$ cat config.mk
export PLATFORM = sky130hd
export DESIGN_NAME = elevator_car_controller_flat
export DESIGN_NICKNAME = d
export VERILOG_FILES = /design/src/rtl/elevator_pkg.sv /design/src/rtl/elevator_car_controller_if.sv /design/src/rtl/elevator_dwell_timer.sv /design/src/rtl/elevator_car_controller.sv /design/src/flat_wrapper.sv
export SDC_FILE = /design/constraint.sdc
export NUM_CORES = 1
export LEC_CHECK = 0
export ABC_AREA = 1
export CAP_MARGIN = 40
export CORE_UTILIZATION = 40
export CTS_CLUSTER_DIAMETER = 150
export DETAILED_ROUTE_END_ITERATION = 8
export HOLD_SLACK_MARGIN = 0.15
export PLACE_DENSITY = 0.65
export SKIP_CTS_REPAIR_TIMING = 1
export SLEW_MARGIN = 15
export SYNTH_ARGS = -nofsm -noshare
export SYNTH_HDL_FRONTEND = slang
export SYNTH_HIERARCHICAL = 1
export SYNTH_SLANG_ARGS = --single-unit
$ cat constraint.sdc
create_clock -name clk -period 3 [get_ports clk]
set_input_delay 0.6 -clock clk [delete_from_list [all_inputs] [get_ports clk]]
set_output_delay 0.6 -clock clk [all_outputs]
set_load 0.005 [all_outputs]
$ cat src/rtl/elevator_pkg.sv
// Shared types and helpers for the elevator car path: floor width, default floor count,
// controller state encoding and a floor-to-one-hot helper also used by the request register.
package elevator_pkg;

   localparam int FLOOR_W            = 4;
   localparam int DEFAULT_NUM_FLOORS = 10;
   localparam int TIMER_W            = 16;

   typedef enum logic [1:0] {
      IDLE      = 2'd0,
      MOVING    = 2'd1,
      ARRIVE    = 2'd2,
      DOOR_OPEN = 2'd3
   } elev_state_e;

   // Floor numbers are 1-based; bit 0 of the result is floor 1.
   function automatic logic [0:DEFAULT_NUM_FLOORS-1] floor_onehot(input logic [FLOOR_W-1:0] floor);
      logic [0:DEFAULT_NUM_FLOORS-1] oh;
      oh = '0;
      for (int i = 0; i < DEFAULT_NUM_FLOORS; i++) begin
         oh[i] = (floor == FLOOR_W'(i + 1));
      end
      return oh;
   endfunction

endpackage

$ cat src/rtl/elevator_car_controller_if.sv
// Bus between the floor selection logic (master) and the car controller (slave).
interface elevator_car_controller_if
   import elevator_pkg::*;
#(
   parameter int NUM_FLOORS = DEFAULT_NUM_FLOORS
) ();

   logic [FLOOR_W-1:0]    target;
   logic                  target_valid;
   logic [FLOOR_W-1:0]    location;
   logic                  moving_up;
   logic                  moving_down;
   logic                  door_open;
   logic [0:NUM_FLOORS-1] clear_req;
   logic                  busy;

   modport master (
      output target, target_valid,
      input  location, moving_up, moving_down, door_open, clear_req, busy
   );

   modport slave (
      input  target, target_valid,
      output location, moving_up, moving_down, door_open, clear_req, busy
   );

endinterface

$ cat src/rtl/elevator_dwell_timer.sv
// Loadable down-counter: load has priority, enable decrements and the count saturates at zero;
// done is high whenever the count is zero.
module elevator_dwell_timer
   import elevator_pkg::*;
#(
   parameter int CNT_W = TIMER_W
) (
   input  logic             clk,
   input  logic             rst_n,
   input  logic             i_load,
   input  logic [CNT_W-1:0] i_load_val,
   input  logic             i_en,
   output logic             o_done
);

   logic [CNT_W-1:0] r_count;

   always_ff @(posedge clk or negedge rst_n) begin
      if (!rst_n) begin
         r_count <= '0;
      end else if (i_load) begin
         r_count <= i_load_val;
      end else if (i_en && (r_count != '0)) begin
         r_count <= r_count - 1'b1;
      end
   end

   assign o_done = (r_count == '0);

endmodule

$ cat src/rtl/elevator_car_controller.sv
// Elevator car controller: moves the car one floor at a time to the selected floor, pulses
// clear_req on arrival and times the door. Define ELEVATOR_ESTOP_EN to add the estop stall input.
module elevator_car_controller
   import elevator_pkg::*;
#(
   parameter int NUM_FLOORS    = DEFAULT_NUM_FLOORS,
   parameter int TRAVEL_CYCLES = 8,
   parameter int DOOR_CYCLES   = 16,
   parameter int HOME_FLOOR    = 1
) (
   input logic clk,
   input logic rst_n,
`ifdef ELEVATOR_ESTOP_EN
   input logic estop,
`endif
   elevator_car_controller_if.slave bus
);

   localparam logic [FLOOR_W-1:0] TOP_FLOOR   = FLOOR_W'(NUM_FLOORS);
   localparam logic [FLOOR_W-1:0] BOT_FLOOR   = FLOOR_W'(1);
   localparam logic [FLOOR_W-1:0] HOME        = FLOOR_W'(HOME_FLOOR);
   localparam logic [TIMER_W-1:0] TRAVEL_LOAD = TIMER_W'(TRAVEL_CYCLES - 1);
   localparam logic [TIMER_W-1:0] DOOR_LOAD   = TIMER_W'(DOOR_CYCLES - 1);

   elev_state_e           r_state, w_state_next;
   logic [FLOOR_W-1:0]    r_location, w_location_next;
   logic [FLOOR_W-1:0]    r_dest, w_dest_next;
   logic                  r_dir, w_dir_next;
   logic                  r_moving_up, r_moving_down, r_door_open, r_busy;
   logic [0:NUM_FLOORS-1] r_clear_req, w_clear_next;
   logic                  w_stall, w_target_ok;
   logic                  w_travel_load, w_travel_en, w_travel_done;
   logic                  w_door_load, w_door_en, w_door_done;

`ifdef ELEVATOR_ESTOP_EN
   assign w_stall = estop;
`else
   assign w_stall = 1'b0;
`endif

   assign w_target_ok = bus.target_valid && !w_stall &&
                        (bus.target >= BOT_FLOOR) && (bus.target <= TOP_FLOOR);

   elevator_dwell_timer #(.CNT_W(TIMER_W)) u_travel_timer (
      .clk        (clk),
      .rst_n      (rst_n),
      .i_load     (w_travel_load),
      .i_load_val (TRAVEL_LOAD),
      .i_en       (w_travel_en),
      .o_done     (w_travel_done)
   );

   elevator_dwell_timer #(.CNT_W(TIMER_W)) u_door_timer (
      .clk        (clk),
      .rst_n      (rst_n),
      .i_load     (w_door_load),
      .i_load_val (DOOR_LOAD),
      .i_en       (w_door_en),
      .o_done     (w_door_done)
   );

   always_comb begin
      w_state_next    = r_state;
      w_location_next = r_location;
      w_dest_next     = r_dest;
      w_dir_next      = r_dir;
      w_travel_load   = 1'b0;
      w_travel_en     = 1'b0;
      w_door_load     = 1'b0;
      w_door_en       = 1'b0;
      case (r_state)
         IDLE: begin
            if (w_target_ok) begin
               if (bus.target == r_location) begin
                  w_state_next = ARRIVE;
               end else begin
                  w_dest_next   = bus.target;
                  w_dir_next    = (bus.target > r_location);
                  w_travel_load = 1'b1;
                  w_state_next  = MOVING;
               end
            end
         end
         MOVING: begin
            // A stalled trip holds the counter, location and destination untouched.
            if (!w_stall) begin
               if (w_travel_done) begin
                  if (r_dir && (r_location < TOP_FLOOR)) begin
                     w_location_next = r_location + 1'b1;
                  end else if (!r_dir && (r_location > BOT_FLOOR)) begin
                     w_location_next = r_location - 1'b1;
                  end
                  if (w_location_next == r_dest) begin
                     w_state_next = ARRIVE;
                  end else begin
                     w_travel_load = 1'b1;
                  end
               end else begin
                  w_travel_en = 1'b1;
               end
            end
         end
         ARRIVE: begin
            w_door_load  = 1'b1;
            w_state_next = DOOR_OPEN;
         end
         DOOR_OPEN: begin
            if (!w_stall) begin
               if (w_door_done) begin
                  w_state_next = IDLE;
               end else begin
                  w_door_en = 1'b1;
               end
            end
         end
         default: w_state_next = IDLE;
      endcase
   end

   genvar gi;
   generate
      for (gi = 0; gi < NUM_FLOORS; gi++) begin : g_clear
         assign w_clear_next[gi] = (w_state_next == ARRIVE) && (w_location_next == FLOOR_W'(gi + 1));
      end
   endgenerate

   // Outputs are decoded from the next state so they line up with the state register.
   always_ff @(posedge clk or negedge rst_n) begin
      if (!rst_n) begin
         r_state       <= IDLE;
         r_location    <= HOME;
         r_dest        <= HOME;
         r_dir         <= 1'b0;
         r_moving_up   <= 1'b0;
         r_moving_down <= 1'b0;
         r_door_open   <= 1'b0;
         r_busy        <= 1'b0;
         r_clear_req   <= '0;
      end else begin
         r_state       <= w_state_next;
         r_location    <= w_location_next;
         r_dest        <= w_dest_next;
         r_dir         <= w_dir_next;
         r_moving_up   <= (w_state_next == MOVING) && w_dir_next && !w_stall;
         r_moving_down <= (w_state_next == MOVING) && !w_dir_next && !w_stall;
         r_door_open   <= (w_state_next == DOOR_OPEN);
         r_busy        <= (w_state_next != IDLE);
         r_clear_req   <= w_clear_next;
      end
   end

   assign bus.location    = r_location;
   assign bus.moving_up   = r_moving_up;
   assign bus.moving_down = r_moving_down;
   assign bus.door_open   = r_door_open;
   assign bus.clear_req   = r_clear_req;
   assign bus.busy        = r_busy;

endmodule

$ cat src/flat_wrapper.sv
// flat-port wrapper written by rule: the top's interface ports become plain ports
module elevator_car_controller_flat import elevator_pkg::*;
#(
   parameter int NUM_FLOORS    = DEFAULT_NUM_FLOORS,
   parameter int TRAVEL_CYCLES = 8,
   parameter int DOOR_CYCLES   = 16,
   parameter int HOME_FLOOR    = 1
)
  (clk, rst_n, bus_target, bus_target_valid, bus_location, bus_moving_up, bus_moving_down, bus_door_open, bus_clear_req, bus_busy);
  elevator_car_controller_if #(.NUM_FLOORS(NUM_FLOORS)) bus_i ();
  input logic clk;
  input logic rst_n;
  input wire logic [$bits(bus_i.target)-1:0] bus_target;
  input wire logic [$bits(bus_i.target_valid)-1:0] bus_target_valid;
  output wire logic [$bits(bus_i.location)-1:0] bus_location;
  output wire logic [$bits(bus_i.moving_up)-1:0] bus_moving_up;
  output wire logic [$bits(bus_i.moving_down)-1:0] bus_moving_down;
  output wire logic [$bits(bus_i.door_open)-1:0] bus_door_open;
  output wire logic [$bits(bus_i.clear_req)-1:0] bus_clear_req;
  output wire logic [$bits(bus_i.busy)-1:0] bus_busy;
  assign bus_i.target = bus_target;
  assign bus_i.target_valid = bus_target_valid;
  assign bus_location = bus_i.location;
  assign bus_moving_up = bus_i.moving_up;
  assign bus_moving_down = bus_i.moving_down;
  assign bus_door_open = bus_i.door_open;
  assign bus_clear_req = bus_i.clear_req;
  assign bus_busy = bus_i.busy;
  elevator_car_controller #(.NUM_FLOORS(NUM_FLOORS), .TRAVEL_CYCLES(TRAVEL_CYCLES), .DOOR_CYCLES(DOOR_CYCLES), .HOME_FLOOR(HOME_FLOOR)) u_core (.clk(clk), .rst_n(rst_n), .bus(bus_i));
endmodule
== Word level (Yosys, flattened, before mapping) ==
Cells that the tools add are included.
Word-level totals
  register bits: 57
  input port bits: 7
  logic and storage cells: 97
Operators by class
  add/subtract/negate cells: 4
  order comparisons: 5
  equality and inequality tests: 18
  multiplexer cells: 29
  bitwise logic cells: 1
  reduce and logical (&&, ||, !) cells: 29
Operators by type and width (number)
  $mux 16: 4
  $logic_not 16->1: 2
  $reduce_bool 16->1: 2
  $sub 16x1->16 const B: 2
  $mux 4: 6
  $logic_and 1x1->1: 18
  $eq 4x3->1 const B: 4
  $eq 4x4->1 const B: 3
  $mux 1: 12
  $mux 2: 5
  $eq 2x2->1 const B: 4
  $eq 4x2->1 const B: 2
  $eq 4x4->1: 2
  $pmux 2 s4: 1
  $reduce_bool 2->1: 3
  $add 4x1->4 const B: 1
  $eq 2x1->1 const B: 2
  $eq 4x1->1 const B: 1
  $ge 4x1->1 const B: 1
  $gt 4x1->1 const B: 1
  $gt 4x4->1: 1
  $le 4x4->1 const B: 1
  $lt 4x4->1 const B: 1
  $sub 4x1->4 const B: 1
  other kinds (5): 6

== Logic depth before layout (Yosys ltp) ==
  depth after elaboration: 12
  gate-level depth with buffers: 21
  gate-level depth less buffers: 20

== Modules after synthesis ==
Netlist, hierarchy kept.
Modules (own cells, without submodules)
  elevator_dwell_timer: instances 2, cells an instance 183, area an instance 1255.0 µm², sequential area each 400.4 µm²
  elevator_car_controller: instances 1, cells an instance 179, area an instance 1403.8 µm², sequential area each 628.1 µm²

== Worst setup path after synthesis ==
Ideal clock, no wire load.
  path type: register -> register
  from: register u_core.r_location[0], in the netlist u_core/bus.location[0]
  to: register u_core.u_travel_timer.r_count[12]
  setup time: 0.117 ns
  data arrival time: 2.361 ns
  path slack: 0.522 ns
  cell stages (with the launch flop): 20
  buffers on the path: 1
  clock period less this slack: 2.478 ns
  cell sequence: dfstp_2 > inv_1 > ha_1 > inv_1 > nand2_1 > nand2_1 > nand2_2 > nand2_1 > nand2_1 > nand3_1 > nand2_1 > nor2_2 > nand3_2 > nand2_1 > nand2_1 > inv_2 > clkbuf_1 > nand3_1 > nand3_2 > nand2_1
On the way
  cells in the longest elaborated chain, start to end: 11
  elaborated cells between the ends (all ways): 19
RTL lines
  start, declared: line elevator_car_controller.sv:26  | logic [FLOOR_W-1:0] r_location, w_location_next;
  start signal, assigned: line elevator_car_controller.sv:141  | r_location <= w_location_next;
  $gt 4x1->1: line elevator_car_controller.sv:90  | end else if (!r_dir && (r_location > BOT_FLOOR)) begin
  $logic_and 1x1->1: line elevator_car_controller.sv:90
  $mux 4: line elevator_car_controller.sv:90
  $mux 4: line elevator_car_controller.sv:88  | if (r_dir && (r_location < TOP_FLOOR)) begin
  $mux 4: line elevator_car_controller.sv:87  | if (w_travel_done) begin
  $mux 4: line elevator_car_controller.sv:71  | case (r_state)
  $eq 4x4->1: line elevator_car_controller.sv:93  | if (w_location_next == r_dest) begin
  $mux 1: line elevator_car_controller.sv:93
  $mux 1: line elevator_car_controller.sv:87
  $pmux 1 s2 *: line elevator_car_controller.sv:71
  via u_core.w_travel_load: line elevator_car_controller.sv:32  | logic w_travel_load, w_travel_en, w_travel_done;
  $mux 16 / $reduce_bool 2->1 (equally long branches)
  end signal, assigned: line elevator_dwell_timer.sv:22  | r_count <= i_load_val;
  end signal, assigned: line elevator_dwell_timer.sv:24  | r_count <= r_count - 1'b1;
  end, declared: line elevator_dwell_timer.sv:16  | logic [CNT_W-1:0] r_count;
The timed path passes the listed nets; every way through them passes the cells marked *. The select of a mux whose other input is x is not followed.
A chain may end at the register's enable or synchronous reset.

== Worst setup path in the final report ==
  from: register u_core.u_door_timer.r_count[0]
  to: register u_core.r_moving_up, in the netlist u_core/bus.moving_up
On the way
  cells in the longest elaborated chain, start to end: 5
RTL lines
  start, declared: line elevator_dwell_timer.sv:16
  start signal, assigned: line elevator_dwell_timer.sv:22
  start signal, assigned: line elevator_dwell_timer.sv:24
  $logic_not 16->1: line elevator_dwell_timer.sv:28  | assign o_done = (r_count == '0);
  via u_core.w_door_done: line elevator_car_controller.sv:33  | logic w_door_load, w_door_en, w_door_done;
  $mux 2: line elevator_car_controller.sv:109  | if (w_door_done) begin
  $pmux 2 s4: line elevator_car_controller.sv:71
  via u_core.w_state_next[0]: line elevator_car_controller.sv:25  | elev_state_e r_state, w_state_next;
  $eq 2x1->1: line elevator_car_controller.sv:144  | r_moving_up <= (w_state_next == MOVING) && w_dir_next && !w_stall;
  $logic_and 1x1->1: line elevator_car_controller.sv:144
  end signal, assigned: line elevator_car_controller.sv:144
  end, declared: line elevator_car_controller.sv:29  | logic r_moving_up, r_moving_down, r_door_open, r_busy;
The timed path passes the listed nets, and every way through them passes these cells.

==> impl_metrics.csv <==
group,metric,value,unit
run_status,outcome,"finished, final reports clean",
critical_path,cp-end-kind,"flop",
synth,ys.flop_type,"dfrtp_1",
sta,finalMaxSlewViolations,0,
sta,setup_viol,0,
critical_path,path_class,"flop to flop",
power_and_ir_drop,totalPowerFinal,1.81,mW
critical_path,cp-start-kind,"flop",
sta,timing.final.crit_share,89.7,%
sta,setup_tns,0,ns
synth,synth_top_area_share,35.2,%
synth,synth_common_cells,"nand2_1, nand3_1, nor2_1",
synth,synth_warnings,6,
clock_tree,tritoncts,"built",
floorplan,die_w,101,µm
worst_hold_path,min-delay-path-class,"input pin to async pin",
clock_tree,cts_max_level,3,
synth,post-synth-top-count-cell,"nand2_1",
sta,tightest_slew,0.749,ns
synth,synthCells,545,
floorplan,rows,35,
sta,rsz0062_at_grt,"no",
detailed_routing,route.antenna.remaining_nets,0,
final_layout,antenna_cells,0,
detailed_routing,drc,0,
synth,synth_top_cell_by_area,"dfrtp_1",
place,dp_hpwl,6.47,mm
synth,synth_area_leaders,"dfrtp_1, nand2_1, nand3_1",
grt,grt_pass1_wl,15.5,mm
grt,grt_max_degree,58,
grt,antenna_found_initial,0,
critical_path,r2r_end,"u_core/bus.moving_up",
critical_path,reg2reg_depth,17,
floorplan,initial_utilization,41.8,%
critical_path,crit_path_end,"u_core/bus.moving_up",
detailed_routing,drtIter0Drc,236,
synth,synth_area,3910,µm²
clock_tree,cts_buffers,9,
grt,grt_usage,19.4,%
power_and_ir_drop,ir_drop,0.000220,V
detailed_routing,post_drt_wl_per_cell,12.1,µm
critical_path,path_common_cell,"inv_1",
sta,clock_skew,0.0165,ns
floorplan,dieArea,10200,µm²
synth,synth-edff-count,0,
synth,synth_area_per_cell,7.18,µm²
sta,final_hold_viol_count,0,
place,port_buffers,24,
synth,yosysSeqAreaShare,36.5,%
synth,synth_cell_types,36,
sta,relSlewSlack,50.1,%
floorplan,coreArea,9370,µm²
detailed_routing,via_per_inst,4.67,
clock_tree,path_clk_slew,0.08,ns
final_layout,area_growth_syn_to_layout,18.3,%
synth,ys_ff_latch,57,
clock_tree,cts.sink_count,57,
flow_run,maxCapViolations,0,
critical_path,cpMaxStageDelayCell,"dfrtp_1",
floorplan,die_h,101,µm
detailed_routing,dr.pass1.iters,4,
clock_tree,cts_root_buffer,"clkbuf_8",
critical_path,cp.arrival,2.91,ns
critical_path,path_cells,"inv_1, ha_1, inv_1, nor2_2, nand3_1, nor2_2, nand2_1, nor4_2, nor3_1, nor2_1, inv_1, nor2_1, nand2_1, a21oi_4, inv_1, nand2_1, nor2_1",
critical_path,crit_start,"u_core/u_door_timer/r_count[0]",
critical_path,reg2reg_slack,0.31,ns
critical_path,required,3.22,ns
critical_path,r2r-start,"u_core/u_door_timer/r_count[0]",
critical_path,cp_slowest_stage_delay,0.39,ns
power_and_ir_drop,power.leakage,2.17,nW
floorplan,top_level_ports,25,
clock_tree,clock_latency,0.34,ns
clock_tree,clock_path_buffers,2,
grt,globalRoute.totalOverflow,0,
critical_path,path_max_fanout,6,
sta,finalCriticalPeriod,2.69,ns
final_layout,layout-drive-gt1-share,16.6,%
place,gp_congestion,0.914,
power_and_ir_drop,p_per_area,391,nW/µm²
detailed_routing,vias,3443,
final_layout,nNetsFinal,619,
synth,async_flop_share,100,%
sta,max_freq,0.372,GHz
detailed_routing,drt-total-wl,8.91,mm
final_layout,fillers,958,
grt,grt_pass1_vias,3328,
[report_power, final]
group | switching [mW] | internal (mW) | total (mW)
Clock | 0.370 | 0.561 | 0.930
Combinational | 0.0560 | 0.0306 | 0.0867
Sequential | 0.0136 | 0.779 | 0.792
Total | 0.439 | 1.37 | 1.81
[area by class of cell]
type,instances,area [µm²],share of cell area (%)
Multi-Input combinational cell,444,2290,49.4
Sequential cell,57,1430,30.9
Timing Repair Buffer,28,265,5.73
Inverter,63,239,5.16
Tap cell,129,161,3.49
Clock inverter,7,125,2.70
Clock buffer,9,124,2.67
[state kept, by name, summed over array words and instances (netlist names)]
name and cells:
u_core/u_door_timer/r_count 16, u_core/u_travel_timer/r_count 16, u_core/bus.clear_req 10, u_core/bus.location 4, u_core/r_dest 4, u_core/r_state 2
u_core/bus.busy 1, u_core/bus.door_open 1, u_core/bus.moving_down 1, u_core/bus.moving_up 1, u_core/r_dir 1
[how the worst min path moves through the flow]
stage                                                 from                               end  slack (ns)  depth (start not counted)
after floorplan                                      rst_n                   u_core/bus.busy        0.30                          0
after CTS                                            rst_n    u_core/u_door_timer/r_count[2]        0.43                          2
after global routing                                 rst_n    u_core/u_door_timer/r_count[2]        0.45                          2
after global placement                    u_core/r_dest[2]                  u_core/r_dest[2]        0.50                          2
final                                                rst_n    u_core/u_door_timer/r_count[1]        0.38                          2
after detailed placement  u_core/u_travel_timer/r_count[0]  u_core/u_travel_timer/r_count[0]        0.52                          2
[cells in the final DEF, fill, tap and decap left out, drive strengths merged, types with 4 or more instances in the layout]
master,netlist,final
ha,9,9
nand4,4,4
buf,6,5
o21ai,20,20
conb,2,32
nor2,88,88
dfrtp,55,55
inv,62,64
nand2,167,167
clkdlybuf4s50,0,23
a21oi,12,12
nand3,81,81
or2,8,8
clkbuf,5,9
xor2,10,10
[stage by stage]
step | cells | utilization [%] | hold WS [ns] | setup slack (ns) | instance area, µm²
2_1_floorplan | 575 | - | 0.304 | 0.522 | 4030
3_3_place_gp | 721 | 46.7 | 0.501 | 0.284 | 4380
3_5_place_dp | 721 | 46.7 | 0.517 | 0.218 | 4380
4_1_cts | 737 | 49.4 | 0.426 | 0.215 | 4630
5_1_grt | 737 | 49.4 | 0.446 | 0.0151 | 4630
6_report | 737 | 49.4 | 0.385 | 0.310 | 4630
[routing by layer]
metal	part of all wire (%)	track usage (%)	up-vias
met2	48	33.0	62
met1	46	24.2	1564
met5	0	0	-
li1	-	-	1809
met4	0.99	5.35	0
met3	4.7	5.27	8
[logic make-up after synthesis]
logic type	count (synthesis)	share of synthesized area, %
adders and majority gates	9	2.88
AOI/OAI and AO/OA	36	6.11
other	2	0.192
and+or+nand+nor	354	43.4
xor gates and xnor gates	12	2.69
DFF	57	36.5
muxes	1	0.288
buffers and inverters	74	7.93
[critical path: cells and delay by family (launching register included)]
kind                     cells  cell delay (ns)
AND/OR/NAND/NOR             11             1.29
flip-flops                   1             0.39
adder cells (fa/ha/maj)      1             0.26
AO/OA/AOI/OAI                1             0.21
buffers and inverters        4             0.41
(Power assumes the default switching activity.)
